[src/rtl/audio_pkg.sv]
// Shared types and helpers for the audio stream router.
package audio_pkg;

    // State table:
    //   ST_PASS      | selected source routed at full gain
    //   ST_RAMP_DOWN | gain falling one step per frame tick
    //   ST_SWAP      | single clk where the new source is latched
    //   ST_RAMP_UP   | gain rising one step per frame tick
    //   ST_MUTED     | gain held at zero, strobes still forwarded
    typedef enum logic [2:0] {
        ST_PASS      = 3'd0,
        ST_RAMP_DOWN = 3'd1,
        ST_SWAP      = 3'd2,
        ST_RAMP_UP   = 3'd3,
        ST_MUTED     = 3'd4
    } router_state_t;

    // Unity gain code for a given number of ramp bits.
    function automatic int unsigned full_gain(input int unsigned ramp_bits);
        return 32'd1 << ramp_bits;
    endfunction

endpackage

[src/rtl/audio_gain_stage.sv]
// Signed sample scaling: (sample * gain) >>> RAMP_BITS, floor rounding.
module audio_gain_stage #(
    parameter int DATA_W    = 24,
    parameter int RAMP_BITS = 6
) (
    input  logic [DATA_W-1:0]  i_sample,
    input  logic [RAMP_BITS:0] i_gain,
    output logic [DATA_W-1:0]  o_scaled
);

    // gain never exceeds 2^RAMP_BITS, so the product fits in DATA_W+RAMP_BITS bits
    localparam int PROD_W = DATA_W + RAMP_BITS;

    logic signed [PROD_W-1:0] w_a;
    logic signed [PROD_W-1:0] w_b;
    logic signed [PROD_W-1:0] w_prod;
    logic                     w_unused_lsb;

    assign w_a    = {{RAMP_BITS{i_sample[DATA_W-1]}}, i_sample};
    assign w_b    = {{(DATA_W-1){1'b0}}, i_gain};
    assign w_prod = w_a * w_b;

    // dropping the low bits of a two's complement value is a floor divide
    assign o_scaled     = w_prod[RAMP_BITS +: DATA_W];
    assign w_unused_lsb = ^w_prod[RAMP_BITS-1:0];

endmodule

[src/rtl/audio_stream_router.sv]
// Routes one of NUM_SRC stereo sources to the output with click-free
// gain ramps on source change, mute and run enable.
//
//   state        | meaning
//   ST_PASS      | routed at full gain
//   ST_RAMP_DOWN | fading out, one step per frame tick
//   ST_SWAP      | one clk, latch new source, outputs invalid
//   ST_RAMP_UP   | fading in, one step per frame tick
//   ST_MUTED     | gain 0, strobes forwarded with zero data
module audio_stream_router
    import audio_pkg::*;
#(
    parameter int NUM_SRC   = 4,
    parameter int DATA_W    = 24,
    parameter int RAMP_BITS = 6,
    parameter int SEL_W     = $clog2(NUM_SRC)
) (
    input  logic                      clk,
    input  logic                      reset,
    input  logic                      run,
    input  logic                      mute,
    input  logic [SEL_W-1:0]          src_sel,
    input  logic [NUM_SRC-1:0]        src_l_valid,
    input  logic [NUM_SRC-1:0]        src_r_valid,
    input  logic [NUM_SRC*DATA_W-1:0] src_l_data,
    input  logic [NUM_SRC*DATA_W-1:0] src_r_data,
    output logic                      l_valid,
    output logic                      r_valid,
    output logic [DATA_W-1:0]         l_data,
    output logic [DATA_W-1:0]         r_data,
    output logic [SEL_W-1:0]          cur_sel,
    output logic [RAMP_BITS:0]        gain,
    output logic                      busy
);

    localparam logic [RAMP_BITS:0] FULL      = (RAMP_BITS+1)'(full_gain(RAMP_BITS));
    localparam logic [RAMP_BITS:0] GAIN_ONE  = (RAMP_BITS+1)'(1);
    localparam logic [SEL_W:0]     SRC_LIMIT = (SEL_W+1)'(NUM_SRC);

    router_state_t     r_state;
    router_state_t     w_state_nxt;
    logic [SEL_W-1:0]  r_cur_sel;
    logic [SEL_W-1:0]  w_cur_sel_nxt;
    logic [RAMP_BITS:0] r_gain;
    logic [RAMP_BITS:0] w_gain_nxt;

    logic              r_l_valid;
    logic              r_r_valid;
    logic [DATA_W-1:0] r_l_data;
    logic [DATA_W-1:0] r_r_data;

    logic              w_l_strobe;
    logic              w_r_strobe;
    logic [DATA_W-1:0] w_l_sample;
    logic [DATA_W-1:0] w_r_sample;
    logic [DATA_W-1:0] w_l_scaled;
    logic [DATA_W-1:0] w_r_scaled;
    logic              w_tick;
    logic              w_sel_in_range;
    logic              w_sel_same;
    logic [SEL_W-1:0]  w_sel_eff;
    logic              w_out_en;

    // Select strobes and samples of the currently routed source.
    always_comb begin
        w_l_strobe = 1'b0;
        w_r_strobe = 1'b0;
        w_l_sample = '0;
        w_r_sample = '0;
        for (int k = 0; k < NUM_SRC; k++) begin
            if (r_cur_sel == SEL_W'(k)) begin
                w_l_strobe = src_l_valid[k];
                w_r_strobe = src_r_valid[k];
                w_l_sample = src_l_data[k*DATA_W +: DATA_W];
                w_r_sample = src_r_data[k*DATA_W +: DATA_W];
            end
        end
    end

    // Right-channel strobe of the routed source marks a frame.
    assign w_tick = w_r_strobe;

    // Out-of-range requests behave as "keep the current source".
    assign w_sel_in_range = {1'b0, src_sel} < SRC_LIMIT;
    assign w_sel_same     = !w_sel_in_range || (src_sel == r_cur_sel);
    assign w_sel_eff      = w_sel_in_range ? src_sel : r_cur_sel;

    // Next-state, gain and source selection; transitions look at the
    // registered gain so a same-clk tick lands before the decision.
    always_comb begin
        w_state_nxt   = r_state;
        w_gain_nxt    = r_gain;
        w_cur_sel_nxt = r_cur_sel;
        case (r_state)
            ST_PASS: begin
                w_gain_nxt = FULL;
                if (mute || !w_sel_same) w_state_nxt = ST_RAMP_DOWN;
            end
            ST_RAMP_DOWN: begin
                if (w_tick && (r_gain != '0)) w_gain_nxt = r_gain - GAIN_ONE;
                if (!mute && w_sel_same)      w_state_nxt = ST_RAMP_UP;
                else if (r_gain == '0)        w_state_nxt = mute ? ST_MUTED : ST_SWAP;
            end
            ST_SWAP: begin
                w_gain_nxt    = '0;
                w_cur_sel_nxt = w_sel_eff;
                w_state_nxt   = ST_RAMP_UP;
            end
            ST_RAMP_UP: begin
                if (w_tick && (r_gain != FULL)) w_gain_nxt = r_gain + GAIN_ONE;
                if (mute || !w_sel_same)        w_state_nxt = ST_RAMP_DOWN;
                else if (r_gain == FULL)        w_state_nxt = ST_PASS;
            end
            ST_MUTED: begin
                w_gain_nxt = '0;
                if (!mute) w_state_nxt = w_sel_same ? ST_RAMP_UP : ST_SWAP;
            end
            default: begin
                w_state_nxt = ST_MUTED;
                w_gain_nxt  = '0;
            end
        endcase
        if (!run) begin
            w_state_nxt   = ST_MUTED;
            w_gain_nxt    = '0;
            w_cur_sel_nxt = r_cur_sel;
        end
    end

    // Control state registers.
    always_ff @(posedge clk or posedge reset) begin
        if (reset) begin
            r_state   <= ST_MUTED;
            r_cur_sel <= '0;
            r_gain    <= '0;
        end else begin
            r_state   <= w_state_nxt;
            r_cur_sel <= w_cur_sel_nxt;
            r_gain    <= w_gain_nxt;
        end
    end

    audio_gain_stage #(.DATA_W(DATA_W), .RAMP_BITS(RAMP_BITS)) u_gain_l (
        .i_sample (w_l_sample),
        .i_gain   (r_gain),
        .o_scaled (w_l_scaled)
    );

    audio_gain_stage #(.DATA_W(DATA_W), .RAMP_BITS(RAMP_BITS)) u_gain_r (
        .i_sample (w_r_sample),
        .i_gain   (r_gain),
        .o_scaled (w_r_scaled)
    );

    assign w_out_en = run && (r_state != ST_SWAP);

    // Output registers: one clk from source strobe, zero data when idle.
    always_ff @(posedge clk or posedge reset) begin
        if (reset) begin
            r_l_valid <= 1'b0;
            r_r_valid <= 1'b0;
            r_l_data  <= '0;
            r_r_data  <= '0;
        end else begin
            r_l_valid <= w_l_strobe && w_out_en;
            r_r_valid <= w_r_strobe && w_out_en;
            r_l_data  <= (w_l_strobe && w_out_en) ? w_l_scaled : '0;
            r_r_data  <= (w_r_strobe && w_out_en) ? w_r_scaled : '0;
        end
    end

    assign l_valid = r_l_valid;
    assign r_valid = r_r_valid;
    assign l_data  = r_l_data;
    assign r_data  = r_r_data;
    assign cur_sel = r_cur_sel;
    assign gain    = r_gain;
    assign busy    = (r_state == ST_RAMP_DOWN) || (r_state == ST_SWAP) ||
                     (r_state == ST_RAMP_UP);

endmodule

[config.mk]
export PLATFORM = sky130hd
export DESIGN_NAME = audio_stream_router
export DESIGN_NICKNAME = d
export VERILOG_FILES = /design/src/rtl/audio_pkg.sv /design/src/rtl/audio_gain_stage.sv /design/src/rtl/audio_stream_router.sv
export SDC_FILE = /design/constraint.sdc
export NUM_CORES = 1
export LEC_CHECK = 0
export ABC_AREA = 1
export BUFFER_PORTS_ARGS = -buffer_cell sky130_fd_sc_hd__buf_2
export CAP_MARGIN = 10
export CELL_PAD_IN_SITES_DETAIL_PLACEMENT = 0
export CELL_PAD_IN_SITES_GLOBAL_PLACEMENT = 1
export CORE_MARGIN = 2
export CORE_UTILIZATION = 43
export CTS_BUF_LIST = sky130_fd_sc_hd__clkbuf_2
export DETAILED_ROUTE_END_ITERATION = 6
export PLACE_DENSITY_LB_ADDON = 0.15
export SLEW_MARGIN = 10
export SYNTH_ARGS = -nofsm -noshare
export SYNTH_HDL_FRONTEND = slang
export SYNTH_SLANG_ARGS = --single-unit
[constraint.sdc]
create_clock -name clk -period 6.1 [get_ports clk]
set_input_delay 0.305 -clock clk [delete_from_list [all_inputs] [get_ports clk]]
set_output_delay 0.305 -clock clk [all_outputs]
set_load 0.02 [all_outputs]
Word level (Yosys, flattened, before mapping)
Index checks and enable logic that the tools add are counted.
{ "totals": {"wordCells": 78, "register_bits": 62, "output_inout_bits": 60, "inputBits": 206} }
{ "op_classes": {"add_sub_neg": 2, "multipliers": 2, "n_eq_ne": 17, "n_reduce_logical": 18, "muxes": 32} }
{ "op_table": {"columns": ["cell", "n"], "rows": [
  ["$mux W24", 10],
  ["$mul A24 B8 Y30", 2],
  ["$mux W3", 8],
  ["$mux W7", 3],
  ["$pmux W7 S3", 1],
  ["$pmux W3 S5", 1],
  ["$ne A3 B3 Y1 const B", 4],
  ["$mux W1", 9],
  ["$ne A4 B4 Y1 const B", 2],
  ["$add A7 B1 Y7 const B", 1],
  ["$eq A7 B7 Y1 const B", 1],
  ["$logic_not A7 Y1", 1],
  ["$ne A7 B7 Y1 const B", 1],
  ["$reduce_bool A7 Y1", 1],
  ["$sub A7 B1 Y7 const B", 1],
  ["$eq A3 B2 Y1 const B", 2],
  ["$logic_and A1 B1 Y1", 6],
  ["$eq A2 B2 Y1 const B", 2],
  ["$reduce_and A2 Y1", 2],
  ["$reduce_and A4 Y1", 1],
  ["$eq A3 B1 Y1 const B", 1],
  ["$eq A3 B3 Y1 const B", 1],
  ["$logic_not A3 Y1", 1],
  ["$logic_or A1 B1 Y1", 3],
  ["5 further kinds", 6]
]} }

Logic depth before layout (Yosys ltp)
{ "depth": {"word_depth": 9, "ltp_mapped": 30, "mapped_depth_nobuf": 27} }

Hierarchy
Synthesis repeated with hierarchy kept, for this count alone.
{ "hier_totals": {"cells_unflattened": 2448, "hier_area_um2": 16423.3} }
{ "by_module_without_submodules": {"columns": ["module", "cells_per_inst", "instances", "area_per_inst_um2", "seq_area_each_um2"], "rows": [
  ["audio_gain_stage (u_gain_l)", 931, 1, 6229.7, 0.0],
  ["audio_gain_stage (u_gain_r)", 920, 1, 6188.4, 0.0],
  ["audio_stream_router", 597, 1, 4005.1, 1552.7]
]} }

Worst setup path before layout
OpenSTA, ideal clock, no wires.
{ "synth_timing": {"path_kind": "register -> register", "start": "reg r_cur_sel[0], in the netlist cur_sel[0]", "end": "reg r_l_data[12], in the netlist l_data[12]", "arrival_ns": 5.083, "path_buffers": 2, "setup_time_ns": 0.117, "synth_period_minus_slack_ns": 5.200, "required_ns": 5.983, "stages_incl_launch_ff": 26, "slack_ns": 0.900, "path_cell_list": "dfrtp_1 buf_4 inv_1 nor2_2 clkbuf_1 nand2_1 nand2_1 o21ai_1 or2_2 fa_1 inv_1 fa_1 fa_1 inv_1 fa_1 inv_1 ha_1 nand2_1 nor4_1 nand2_1 nand3_1 inv_1 o21ai_1 nand2_1 nand2_1 nor2_1"} }
{ "synth_between": {"elab_chain_len": 7, "elab_cells_between_ends": 15, "cone_classes": "mul (1); eq/ne (3); mux (9); reduce/logical (2)"} }
{ "synth_rtl": {"columns": ["element", "line_no", "rtl"], "rows": [
  ["start: declaration", "audio_stream_router.sv:42", "logic [SEL_W-1:0] r_cur_sel;"],
  ["start signal: assignment", "audio_stream_router.sv:138", "r_cur_sel <= w_cur_sel_nxt;"],
  ["$logic_not A2 Y1", "audio_stream_router.sv:71", "if (r_cur_sel == SEL_W'(k)) begin"],
  ["$mux W24 / $mux W1 (equally long branches) (4 in a row)", "audio_stream_router.sv:71", null],
  ["$mul A24 B8 Y30 / $logic_and A1 B1 Y1 (equally long branches)", "audio_gain_stage.sv:21, audio_stream_router.sv:167", null],
  ["$mux W24 (*)", "audio_stream_router.sv:167", "r_l_data <= (w_l_strobe && w_out_en) ? w_l_scaled : '0;"],
  ["end signal: assignment", "audio_stream_router.sv:167", null],
  ["end: declaration", "audio_stream_router.sv:49", "logic [DATA_W-1:0] r_l_data;"]
]} }
Mark *: on every way between the ends. The rest lies on a longest branch, timed or not.
A chain may end at the register's enable or synchronous reset.

Final worst setup path
Same ends and word-level chain as after synthesis.

==> results.json <==
{
  "final_cell_mix": "421 x inv_1, 393 x nor2_1, 300 x nand2_1, 265 x buf_2, 241 x fa_1",
  "initial_utilization_pct": 43.4,
  "syn_inst": 2030,
  "cp_common_cell": "nand2_1",
  "cts_tree": "yes",
  "dr_total_vias": 14100,
  "ios": 266,
  "wirelength_um": 48600,
  "crit_path_end_kind": "flop",
  "seqPwrFrac_pct": 11.0,
  "antenna_found_initial": 1,
  "synth_edf_count": 0,
  "grt_pass1_vias": 15300,
  "final_layout_size_suffix_gt1_share_pct": 16.1,
  "grt_pass1_wl_um": 79700,
  "cts_sinks": 62,
  "arrival_ns": 6.26,
  "power.internal_uw": 2020,
  "die_w_um": 190,
  "start_kind": "flop",
  "cpLargestDelayFamily": "adder cells",
  "overflow": 0,
  "critPathKind": "flop to flop",
  "peakVddDrop_v": 0.000181,
  "clockRootBuffer": "clkbuf_2",
  "rows": 68,
  "drtIter0Drc": 668,
  "crit_fanout": 15,
  "cts.path.max_buffers": 2,
  "synth_ff_type": "dfrtp_1",
  "max_stage_delay_ns": 0.55,
  "syn-num-nets": 2596,
  "finClkSkew_ns": 0.0271,
  "min_period_ns": 5.74,
  "pwr_density_cell_nw_per_um2": 301,
  "ff2ff_setup_slack_ns": 0.36,
  "p_total_uw": 5160,
  "yosys_register_bits": 62,
  "min_path_cells": 6,
  "place.gp.congestion": 0.946,
  "netlist-cell-type-count": 48,
  "p_switching_uw": 3150,
  "drt-pass1-iter-count": 5,
  "fin_ws_ns": 0.357,
  "synth_warnings": 0,
  "fill_cells": 3572,
  "grt_max_degree": 63,
  "cap_violations": 0,
  "finalSetupViolCount": 0,
  "final_common_cell": "inv_1",
  "holdPathEnd": "gain[0]",
  "place_hpwl_um": 41000,
  "ant_nets": 0,
  "min_path_type": "primary input to flop",
  "slowest_stage": "dfrtp_2",
  "r2r_end": "l_data[12]",
  "fin_setup_tns_ns": 0,
  "netlist_area_um2": 14900,
  "pwr-share-comb_pct": 83.2,
  "cts_max_level": 3,
  "post_drt_wl_per_cell_um": 17.6,
  "clkTransAtPathRegs_ns": 0.23,
  "slew_violations": 0,
  "clock_latency_ns": 0.62,
  "cts_buffers": 9,
  "avgSynthCellArea_um2": 7.35,
  "area_growth_pct": 14.9,
  "core_area_um2": 34400,
  "worstMarginPinSlew_ns": 1.06,
  "swShare_pct": 61.0,
  "status": "finished, final reports clean",
  "slew_headroom_pct": 28.5,
  "postSynth.asyncResetShare_pct": 100,
  "cp.depth": 26,
  "max_freq_mhz": 174,
  "yosysSeqAreaShare_pct": 10.4,
  "numPortBuffers": 265,
  "reg2reg_depth": 26,
  "dp_slack_ns": 0.124,
  "die_area_um2": 36200,
  "avgViaCountPerCell": 5.10,
  "path_buf_inv": 8,
  "fin_nets": 2861,
  "grt_usage_pct": 28.4,
  "reg2reg_from": "cur_sel[0]",
  "clkPwrFrac_pct": 5.8,
  "hold_viol_final": 0,
  "p_leak_uw": 0.00946,
  "cp.required_ns": 6.61,
  "die_y_um": 190,
  "drc": 0,
  "hp-start": "src_r_valid[3]",
  "fin_crit_sh_pct": 94.1
}
[cell usage after synthesis (all sizes together), types with 3 or more instances]
master,instances,area (um2)
buf,15,88.8
nand2,314,1220
o22ai,17,106
a21o,11,82.6
nor4,5,31.3
o21ai,104,524
fa,241,4820
clkbuf,50,188
xor2,8,70.1
a211oi,3,22.5
o21a,7,52.6
or2,8,52.6
nor2,397,1500
nand4,9,56.3
nand3,45,230
a21oi,87,435
dfrtp,61,1530
o221ai,14,123
o21bai,6,48.8
ha,119,1490
nor3,12,60.1
inv,427,1600
o211ai,3,22.5
a31oi,10,62.6
and3,3,18.8
xnor2,24,210
a221oi,22,193
[worst max path at each step]
stage / from / end / slack, ns
floorplan: cur_sel[0] / l_data[12] / 0.90
global placement: cur_sel[0] / r_data[23] / 0.16
finish: cur_sel[0] / l_data[12] / 0.36
detailed placement: cur_sel[0] / r_data[23] / 0.12
CTS: cur_sel[0] / r_data[23] / 0.06
global route: cur_sel[1] / r_data[23] / -0.006
[tightest hold or removal path, delay by kind of cell]
family	cells	cell delay (ns)
simple gates	2	0.15
compound gates	3	0.25
buf+inv	1	0.07
[sequential cells by signal, indices dropped and copies added (netlist names)]
register,flops
r_valid,1
r_state,3
gain,7
l_data,24
r_data,24
cur_sel,2
l_valid,1
[per-stage QoR]
stage / area, um2 / hold slack [ns] / instances / util (%)
floorplan: 14900 / 0.456 / 2030 / -
global placement: 16900 / 0.553 / 2729 / 49.1
detailed placement: 16900 / 0.553 / 2729 / 49.1
CTS: 17100 / 0.182 / 2750 / 49.6
global route: 17100 / 0.279 / 2756 / 49.9
finish: 17100 / 0.200 / 2756 / 49.9
[power groups by stage]
stage          Combinational, uW  Sequential [uW]  Clock, uW
2_1_floorplan               2760              668          0
3_3_place_gp                4270              574          0
3_5_place_dp                4280              574          0
4_1_cts                     4310              566        310
5_1_grt                     4870              578        323
6_report                    4300              566        300
[repair_timing]
action | in CTS | in global routing
resized for setup | 0 | 16
endpoints found under the setup margin | 0 | 17
setup buffers | 0 | 5
hold buffers | 5 | 0
hold endpoints to repair | 66 | 0
[per-layer routing]
metal / GRT usage (%) / vias to the layer above / share of wire, %
li1: - / 6773 / -
met1: 32.8 / 6883 / 40
met2: 54.3 / 323 / 54
met3: 3.22 / 78 / 3.8
met4: 8.68 / 0 / 2.8
met5: 0 / - / 0
[final cells by class]
type / instances / area [um2] / area share, %
multi-input cells: 1475 / 11500 / 67.2
repair buffers: 319 / 1760 / 10.3
inverters: 428 / 1620 / 9.43
flip-flops and latches: 62 / 1550 / 9.07
well taps: 455 / 569 / 3.32
clock inverters: 7 / 73.8 / 0.431
clock buffers: 9 / 45.0 / 0.263
diodes: 1 / 2.50 / 0.0146
[cell families after synthesis]
group	count (synthesis)	share of synthesized area, %
simple gates	795	21.3
buf+inv	493	12.6
fa+ha+maj	360	42.3
compound gates	288	11.5
flops	62	10.4
xor+xnor	32	1.88
No activity file was read; power rests on OpenSTA's default activity.
